**config.mk**
```make
export PLATFORM = sky130hd
export DESIGN_NAME = mem_arbiter
export DESIGN_NICKNAME = d
export VERILOG_FILES = /design/src/rtl/mem_arbiter.sv
export SDC_FILE = /design/constraint.sdc
export NUM_CORES = 1
export LEC_CHECK = 0
export ABC_CLOCK_PERIOD_IN_PS = 1900
export CORE_MARGIN = 2
export CORE_UTILIZATION = 40
export CTS_CLUSTER_DIAMETER = 100
export CTS_CLUSTER_SIZE = 24
export DETAILED_ROUTE_END_ITERATION = 10
export HOLD_SLACK_MARGIN = 0.06
export PLACE_DENSITY = 0.8
export SETUP_SLACK_MARGIN = 0.2
export SLEW_MARGIN = 20
export SYNTH_ARGS = -nofsm -noshare
export SYNTH_HDL_FRONTEND = slang
export SYNTH_SLANG_ARGS = --single-unit
export TNS_END_PERCENT = 30
```
**constraint.sdc**
```tcl
create_clock -name clk -period 1.9 [get_ports clk]
set_clock_uncertainty 0.05 [all_clocks]
set_input_delay 0.38 -clock clk [delete_from_list [all_inputs] [get_ports clk]]
set_output_delay 0.38 -clock clk [all_outputs]
set_load 0.005 [all_outputs]
```
**src/rtl/mem_arbiter.sv**
```systemverilog
// mem_arbiter: two-port arbiter in front of a single memory with a fixed
// read latency. Port 0 is instruction fetch, port 1 is data load/store.
// Only one access is outstanding at a time; each access occupies the
// arbiter for LAT+3 cycles (IDLE sample, ISSUE, LAT x WAIT, RESP).
//
// Parameters
//   LAT        memory read latency in cycles (1..15)
//   FIXED_PRIO 0 = round-robin on ties, 1 = port 0 always wins
//
// Ports
//   clk                 clock, all state changes on posedge
//   reset               synchronous active-low reset
//   req0/req1           access request per port
//   we0/we1             1 = write, 0 = read (qualified by req)
//   addr0/addr1         16-bit word address
//   wdata0/wdata1       16-bit write data
//   gnt0/gnt1           one-cycle pulse in the ISSUE cycle of that port
//   ack0/ack1           one-cycle pulse in the RESP cycle of that port
//   rdata0/rdata1       read data, held until the next read of that port
//   mem_en/mem_we       memory strobe / write enable (ISSUE cycle only)
//   mem_addr/mem_wdata  memory address / write data, held between accesses
//   mem_rdata           memory read data, valid LAT cycles after mem_en
module mem_arbiter #(
    parameter int LAT        = 2,
    parameter int FIXED_PRIO = 0
) (
    input  logic        clk,
    input  logic        reset,
    input  logic        req0,
    input  logic        req1,
    input  logic        we0,
    input  logic        we1,
    input  logic [15:0] addr0,
    input  logic [15:0] addr1,
    input  logic [15:0] wdata0,
    input  logic [15:0] wdata1,
    output logic        gnt0,
    output logic        gnt1,
    output logic        ack0,
    output logic        ack1,
    output logic [15:0] rdata0,
    output logic [15:0] rdata1,
    output logic        mem_en,
    output logic        mem_we,
    output logic [15:0] mem_addr,
    output logic [15:0] mem_wdata,
    input  logic [15:0] mem_rdata
);

    typedef enum logic [1:0] {
        IDLE  = 2'd0,
        ISSUE = 2'd1,
        WAIT  = 2'd2,
        RESP  = 2'd3
    } state_t;

    localparam logic [3:0] LAT_C = 4'(LAT);

    state_t      state_q;
    logic [3:0]  cnt_q;
    logic        last_q;     // port granted most recently
    logic        win_q;      // port owning the access in flight
    logic        cmd_we_q;   // access in flight is a write
    logic        win_d;
    logic        gnt0_q, gnt1_q, ack0_q, ack1_q;
    logic        mem_en_q, mem_we_q;
    logic [15:0] mem_addr_q, mem_wdata_q;
    logic [15:0] rdata0_q, rdata1_q;

    // Winner for the current IDLE sample. With a single requester it wins
    // outright; on a tie either port 0 (fixed) or the port not granted last.
    always_comb begin
        win_d = ~req0;
        if (req0 && req1) begin
            win_d = (FIXED_PRIO != 0) ? 1'b0 : ~last_q;
        end
    end

    always_ff @(posedge clk) begin
        if (!reset) begin
            state_q     <= IDLE;
            cnt_q       <= 4'd0;
            last_q      <= 1'b1;   // port 0 wins the first tie
            win_q       <= 1'b0;
            cmd_we_q    <= 1'b0;
            gnt0_q      <= 1'b0;
            gnt1_q      <= 1'b0;
            ack0_q      <= 1'b0;
            ack1_q      <= 1'b0;
            mem_en_q    <= 1'b0;
            mem_we_q    <= 1'b0;
            mem_addr_q  <= 16'd0;
            mem_wdata_q <= 16'd0;
            rdata0_q    <= 16'd0;
            rdata1_q    <= 16'd0;
        end else begin
            // Pulse outputs default low; they are raised for exactly one
            // cycle by the transition that enters ISSUE or RESP.
            gnt0_q   <= 1'b0;
            gnt1_q   <= 1'b0;
            ack0_q   <= 1'b0;
            ack1_q   <= 1'b0;
            mem_en_q <= 1'b0;
            mem_we_q <= 1'b0;
            case (state_q)
                IDLE: begin
                    if (req0 || req1) begin
                        win_q       <= win_d;
                        last_q      <= win_d;
                        cmd_we_q    <= win_d ? we1 : we0;
                        mem_en_q    <= 1'b1;
                        mem_we_q    <= win_d ? we1 : we0;
                        mem_addr_q  <= win_d ? addr1 : addr0;
                        mem_wdata_q <= win_d ? wdata1 : wdata0;
                        gnt0_q      <= ~win_d;
                        gnt1_q      <= win_d;
                        state_q     <= ISSUE;
                    end
                end
                ISSUE: begin
                    // Counter tracks which of the LAT wait cycles we are in.
                    cnt_q   <= 4'd1;
                    state_q <= WAIT;
                end
                WAIT: begin
                    if (cnt_q == LAT_C) begin
                        if (!cmd_we_q) begin
                            if (win_q) begin
                                rdata1_q <= mem_rdata;
                            end else begin
                                rdata0_q <= mem_rdata;
                            end
                        end
                        ack0_q  <= ~win_q;
                        ack1_q  <= win_q;
                        cnt_q   <= 4'd0;
                        state_q <= RESP;
                    end else begin
                        cnt_q <= cnt_q + 4'd1;
                    end
                end
                RESP: begin
                    state_q <= IDLE;
                end
                default: begin
                    state_q <= IDLE;
                end
            endcase
        end
    end

    assign gnt0      = gnt0_q;
    assign gnt1      = gnt1_q;
    assign ack0      = ack0_q;
    assign ack1      = ack1_q;
    assign rdata0    = rdata0_q;
    assign rdata1    = rdata1_q;
    assign mem_en    = mem_en_q;
    assign mem_we    = mem_we_q;
    assign mem_addr  = mem_addr_q;
    assign mem_wdata = mem_wdata_q;

endmodule

```
# Word level (Yosys, flattened, before mapping)

Cells that the tools add are included.

Bits in latches: 0
Bits in registers: 79
Output and inout port bits: 70
Logic and storage cells: 48
Input port bits: 86
Memories kept: 0
Bits in writable memories: 0
Memory bits (read-only): 0

$lt $le $gt $ge: 0
Bitwise operators: 5
Add/subtract/negate cells: 1
Equality and inequality tests: 6
Shift-type cells: 0
Divide/modulo/power cells: 0
Multipliers: 0
Reduce and logical (&&, ||, !) cells: 11
Mux-type cells: 10

Operators with widths:

| kind                                           | count |
|---|---|
| 2-to-1 mux 16 bit                              | 2 |
| one-hot mux 2 bit (4 select lines)             | 1 |
| one-hot mux 4 bit (2 select lines)             | 1 |
| AND reduction 4 bit                            | 2 |
| AND reduction 2 bit                            | 3 |
| AND reduction 3 bit                            | 2 |
| NOT 1 bit                                      | 5 |
| adder 4 x 1 -> 4 bit (second input constant)   | 1 |
| == test 2 bit (second input constant)          | 2 |
| == test 4 x 2 -> 1 bit (second input constant) | 1 |
| 2-to-1 mux 2 bit                               | 2 |
| 2-to-1 mux 4 bit                               | 1 |
| inequality test 2 bit (second input constant)  | 2 |
| 2-to-1 mux 1 bit                               | 3 |
| == test 2 x 1 -> 1 bit (second input constant) | 1 |
| logical NOT 2 bit                              | 1 |
| nonzero test 2 bit                             | 1 |
| logical AND 1 bit                              | 1 |
| logical OR 1 bit                               | 1 |

# Depth between registers and ports, before layout

Gate-level depths: netlist of the first run.

Word-level depth: 3
Mapped depth: 7
Depth with buffers taken out: 5

# Worst setup path after synthesis of the first run

No wires, ideal clock.

Path type: register -> register
Start: register state_q[0]
End: register rdata1_q[10], in the netlist rdata1[10]
Required time: 1,731 ps
Setup slack: 347 ps
Buffers on the path: 2
Period minus slack after synthesis: 1,553 ps
Cell stages (with the launch flop): 8
Data arrival time: 1,385 ps
Setup time: 119 ps
Cell sequence: dfxtp_1 inv_1 ha_1 and4bb_4 nand3b_2 buf_6 buf_8 mux2i_1

Longest elaborated chain between the ends: 2

Ends and longest elaborated chain:

| what                                 | line | RTL |
|---|---|---|
| start, declared                      | 59   | `state_t state_q;` |
| start signal, assigned               | 81   | `state_q <= IDLE;` |
| start signal, assigned               | 117  | `state_q <= ISSUE;` |
| start signal, assigned               | 123  | `state_q <= WAIT;` |
| == test 2 bit                        | 105  | `case (state_q)` |
| AND reduction 4 bit (no source line) | --   |  |
| end signal, assigned                 | 129  | `rdata1_q <= mem_rdata;` |
| end, declared                        | 68   | `logic [15:0] rdata0_q, rdata1_q;` |

Every way passes these cells.
A chain may end at the register's enable or synchronous reset.

# Worst setup path in the final report of the first run

Start: register mem_addr_q[7], in the netlist mem_addr[7]
End: output port mem_addr[7]

RTL lines:

| what                   | line | RTL |
|---|---|---|
| start, declared        | 67   | `logic [15:0] mem_addr_q, mem_wdata_q;` |
| start signal, assigned | 113  | `mem_addr_q <= win_d ? addr1 : addr0;` |
| end, declared          | 45   | `output logic [15:0] mem_addr,` |

No word-level cell between the ends.

==> results of run 1 <==
==> state kept, by name (all words and copies together), names as in the netlist <==
signal / flops
ack1: 1
mem_wdata: 16
rdata0: 16
win_q: 1
cnt_q: 4
state_q: 2
mem_addr: 16
cmd_we_q: 1
rdata1: 16
gnt0: 1
ack0: 1
mem_we: 1
last_q: 1
mem_en: 1
gnt1: 1
==> per-layer routing <==
metal / up-vias / track usage, % / part of all wire, %
met5: - / 0 / 0
met4: 0 / 6.716 / 1.6
met3: 12 / 7.149 / 9.5
met2: 118 / 34.38 / 47
met1: 1298 / 21.60 / 42
li1: 1391 / - / -
==> synthesized netlist by cell type (all sizes together) <==
cell | n | area share (%)
o31ai | 1 | 0.24
o211a | 1 | 0.32
clkbuf | 7 | 0.85
nor3b | 2 | 0.48
and3 | 33 | 6.7
and2 | 2 | 0.40
a221o | 33 | 11
a31oi | 1 | 0.20
a21boi | 3 | 0.73
a21oi | 3 | 0.61
nand2 | 55 | 6.7
and4bb | 1 | 0.52
o22ai | 1 | 0.20
ha | 5 | 2.0
nand3b | 2 | 0.61
o21ai | 2 | 0.32
nand2b | 2 | 0.40
o32ai | 1 | 0.28
nand4b | 1 | 0.28
a21o | 3 | 0.73
buf | 15 | 3.1
or3b | 1 | 0.28
mux2i | 33 | 11
nand3 | 4 | 0.65
dfxtp | 79 | 51
nor2 | 3 | 0.36
inv | 5 | 0.61
==> what timing repair did <==
item,CTS,global route
hold buffers,0,0
resized for setup,0,1
setup buffers,0,0
endpoints found under the setup margin,0,1
==> final cells by class <==
| type | instances | area [um2] |
|---|---|---|
| timing repair buffer | 167 | 1678 |
| fill | 616 | 2608 |
| sequential | 79 | 1582 |
| inverter | 5 | 18.77 |
| clock inverter | 6 | 85.08 |
| clock buffer | 10 | 127.6 |
| tap | 102 | 127.6 |
| multi-input combinational | 193 | 1381 |
==> path summary, 6_finish.rpt <==
kind	cells after the start	endpoint
setup / recovery	1	mem_addr[7]
hold / removal	3	state_q[0]
setup reg to reg	6	mem_addr[4]
hold reg to reg	2	rdata1[15]
==> layout by cell type (no fill, tap or decap), types with 2 or more instances in the layout <==
cell type | synthesis | layout
nand2b_1 | 2 | 2
ha_1 | 5 | 5
nor3b_1 | 2 | 2
a21boi_0 | 3 | 3
and2_1 | 2 | 2
and3_1 | 33 | 33
dfxtp_1 | 79 | 79
nand3_1 | 4 | 4
mux2i_1 | 33 | 33
clkdlybuf4s50_1 | 0 | 154
clkinv_2 | 0 | 2
nand2_1 | 54 | 54
nor2_1 | 3 | 2
bufinv_16 | 0 | 2
buf_12 | 0 | 3
clkinvlp_4 | 0 | 2
clkbuf_8 | 0 | 9
inv_1 | 5 | 5
a21o_1 | 3 | 3
a221o_1 | 33 | 33
a21oi_1 | 2 | 2
buf_4 | 0 | 8
==> worst min-delay path: stages <==
cell	delay [ps]
buf_2	170
o31ai_1	90
a21oi_1	40
==> kinds of logic after synthesis <==
| logic type | after synthesis | share of synthesized area, % |
|---|---|---|
| buffers and inverters | 27 | 4.602 |
| DFF | 79 | 51.03 |
| and+or+nand+nor | 106 | 17.40 |
| adders and majority gates | 5 | 2.019 |
| AOI/OAI and AO/OA | 49 | 14.29 |
| muxes | 33 | 10.66 |
==> stage by stage <==
step / cells / utilization [%] / hold WS [ps] / setup WS, ps / cell area, um2
after global placement: 546 / 62.88 / 394.4 / 64.68 / 4783
after floorplan: 299 / - / 394.3 / 346.5 / 3099
after detailed placement: 546 / 62.88 / 401.6 / 31.93 / 4783
after global routing: 562 / 65.72 / 348.3 / 202.2 / 5000
final: 562 / 65.72 / 339.0 / 252.8 / 5000
after CTS: 562 / 65.67 / 326.7 / 238.3 / 4996
==> power groups by stage <==
stage / Combinational [uW] / Clock (uW) / Sequential, uW
3_3_place_gp: 1590 / 0 / 2100
4_1_cts: 1640 / 1360 / 2070
2_1_floorplan: 704 / 0 / 2090
6_report: 1620 / 1330 / 2070
3_5_place_dp: 1630 / 0 / 2090
5_1_grt: 1770 / 1430 / 2100
==> flow_summary.ini, run 1 <==
[cts]
cts.htree.levels = 3
cts_made_buffers = 9
cts_root_buf = clkbuf_8
clk_path_buf_depth = 2
insertion_delay_ps = 330
clk_pin_slew_ps = 90
cts_sinks = 79
cts_tree = yes

[timing]
worst_pin_slew_ps = 403.1
rsz0062_at_grt = no
setup_violations = 0
tns_ps = 0
fmax_ghz = 0.6071
final-hold-violation-count = 0
layout_min_cycle_time_ps = 1647
relSlewSlack_pct = 73.13
drv_slew = 0
finalCritPeriodShare_pct = 86.70

[power]
total_power_uw = 5018
p_sw_uw = 1384
clkPwrFrac_pct = 26.4
seq_power_share_pct = 41.3
p_comb_share_pct = 32.3
vdd_drop_max_v = 0.0006116
power.internal_uw = 3633
swShare_pct = 27.59
p_leak_uw = 0.002242
powerDensity_nw_per_um2 = 1004

[final_layout]
syn_to_final_growth_pct = 61.32
nNetsFinal = 546
drive_above_1_share_pct = 7.609
diodes = 0

[die]
die_y_um = 92.03
core.rowCount = 32
dieWidth_um = 92.03
start_util_pct = 40.74
dieArea_um2 = 8469
io_pins = 156
coreArea_um2 = 7607

[yosys]
syn_inst = 299
ys_seq_area_share_pct = 51.03
synth_nets = 390
syn_area_um2 = 3099
syn-mean-instance-area_um2 = 10.37
yosysWarnings = 0
synthDistinctLibCells = 33
ys_ff_latch = 79

[worst_setup_path]
crit_family = buffers and inverters
cpPeakStageDelay_ps = 520
critPathArrivalTime_ps = 1220
worstPathRequired_ps = 1470
critPathLaunch = mem_addr[7]
cp_slowest_cell = clkdlybuf4s50_1
critPathBufInv = 1
cp_max_fo = 2
crit_path_start_kind = flip-flop
r2r_slack_ps = 310
path_cells = clkdlybuf4s50_1
reg2reg_from = state_q[0]
path_class = flip-flop to output port
critPathCaptureType = output port

[drt]
drc_errors = 0
drtIter0Drc = 74
firstDrtPassIters = 4
vias_per_cell = 5.016
wl_mm = 8.339
wl_per_cell_um = 14.84
ant_nets = 0
via_count = 2819

[global_routing]
grt_use_total_pct = 19.49
grt_pass1_vias = 2889
grt_max_degree = 45
grt_pass1_wl_mm = 13.30
grt_overflow = 0
antenna_found_initial = 0

[status]
status = complete, no violations

[min_path]
hold_class = primary input to flip-flop
min_from = reset

[placed_design]
gp_congestion = 0.7630
port_buffers = 155
hpwl_mm = 6.236

[job]
cap_violations = 0
Note: power is estimated with default switching activity, not from simulation.
==> run 2: changes to the inputs <==
--- a/config.mk
+++ b/config.mk
@@ -9,7 +9,7 @@
 export CORE_MARGIN = 2
 export CORE_UTILIZATION = 40
 export CTS_CLUSTER_DIAMETER = 100
-export CTS_CLUSTER_SIZE = 24
+export CTS_CLUSTER_SIZE = 8
 export DETAILED_ROUTE_END_ITERATION = 10
 export HOLD_SLACK_MARGIN = 0.06
 export PLACE_DENSITY = 0.8
==> results of run 2 <==
Final layout, timing and power as in run 1 (identical DEF).
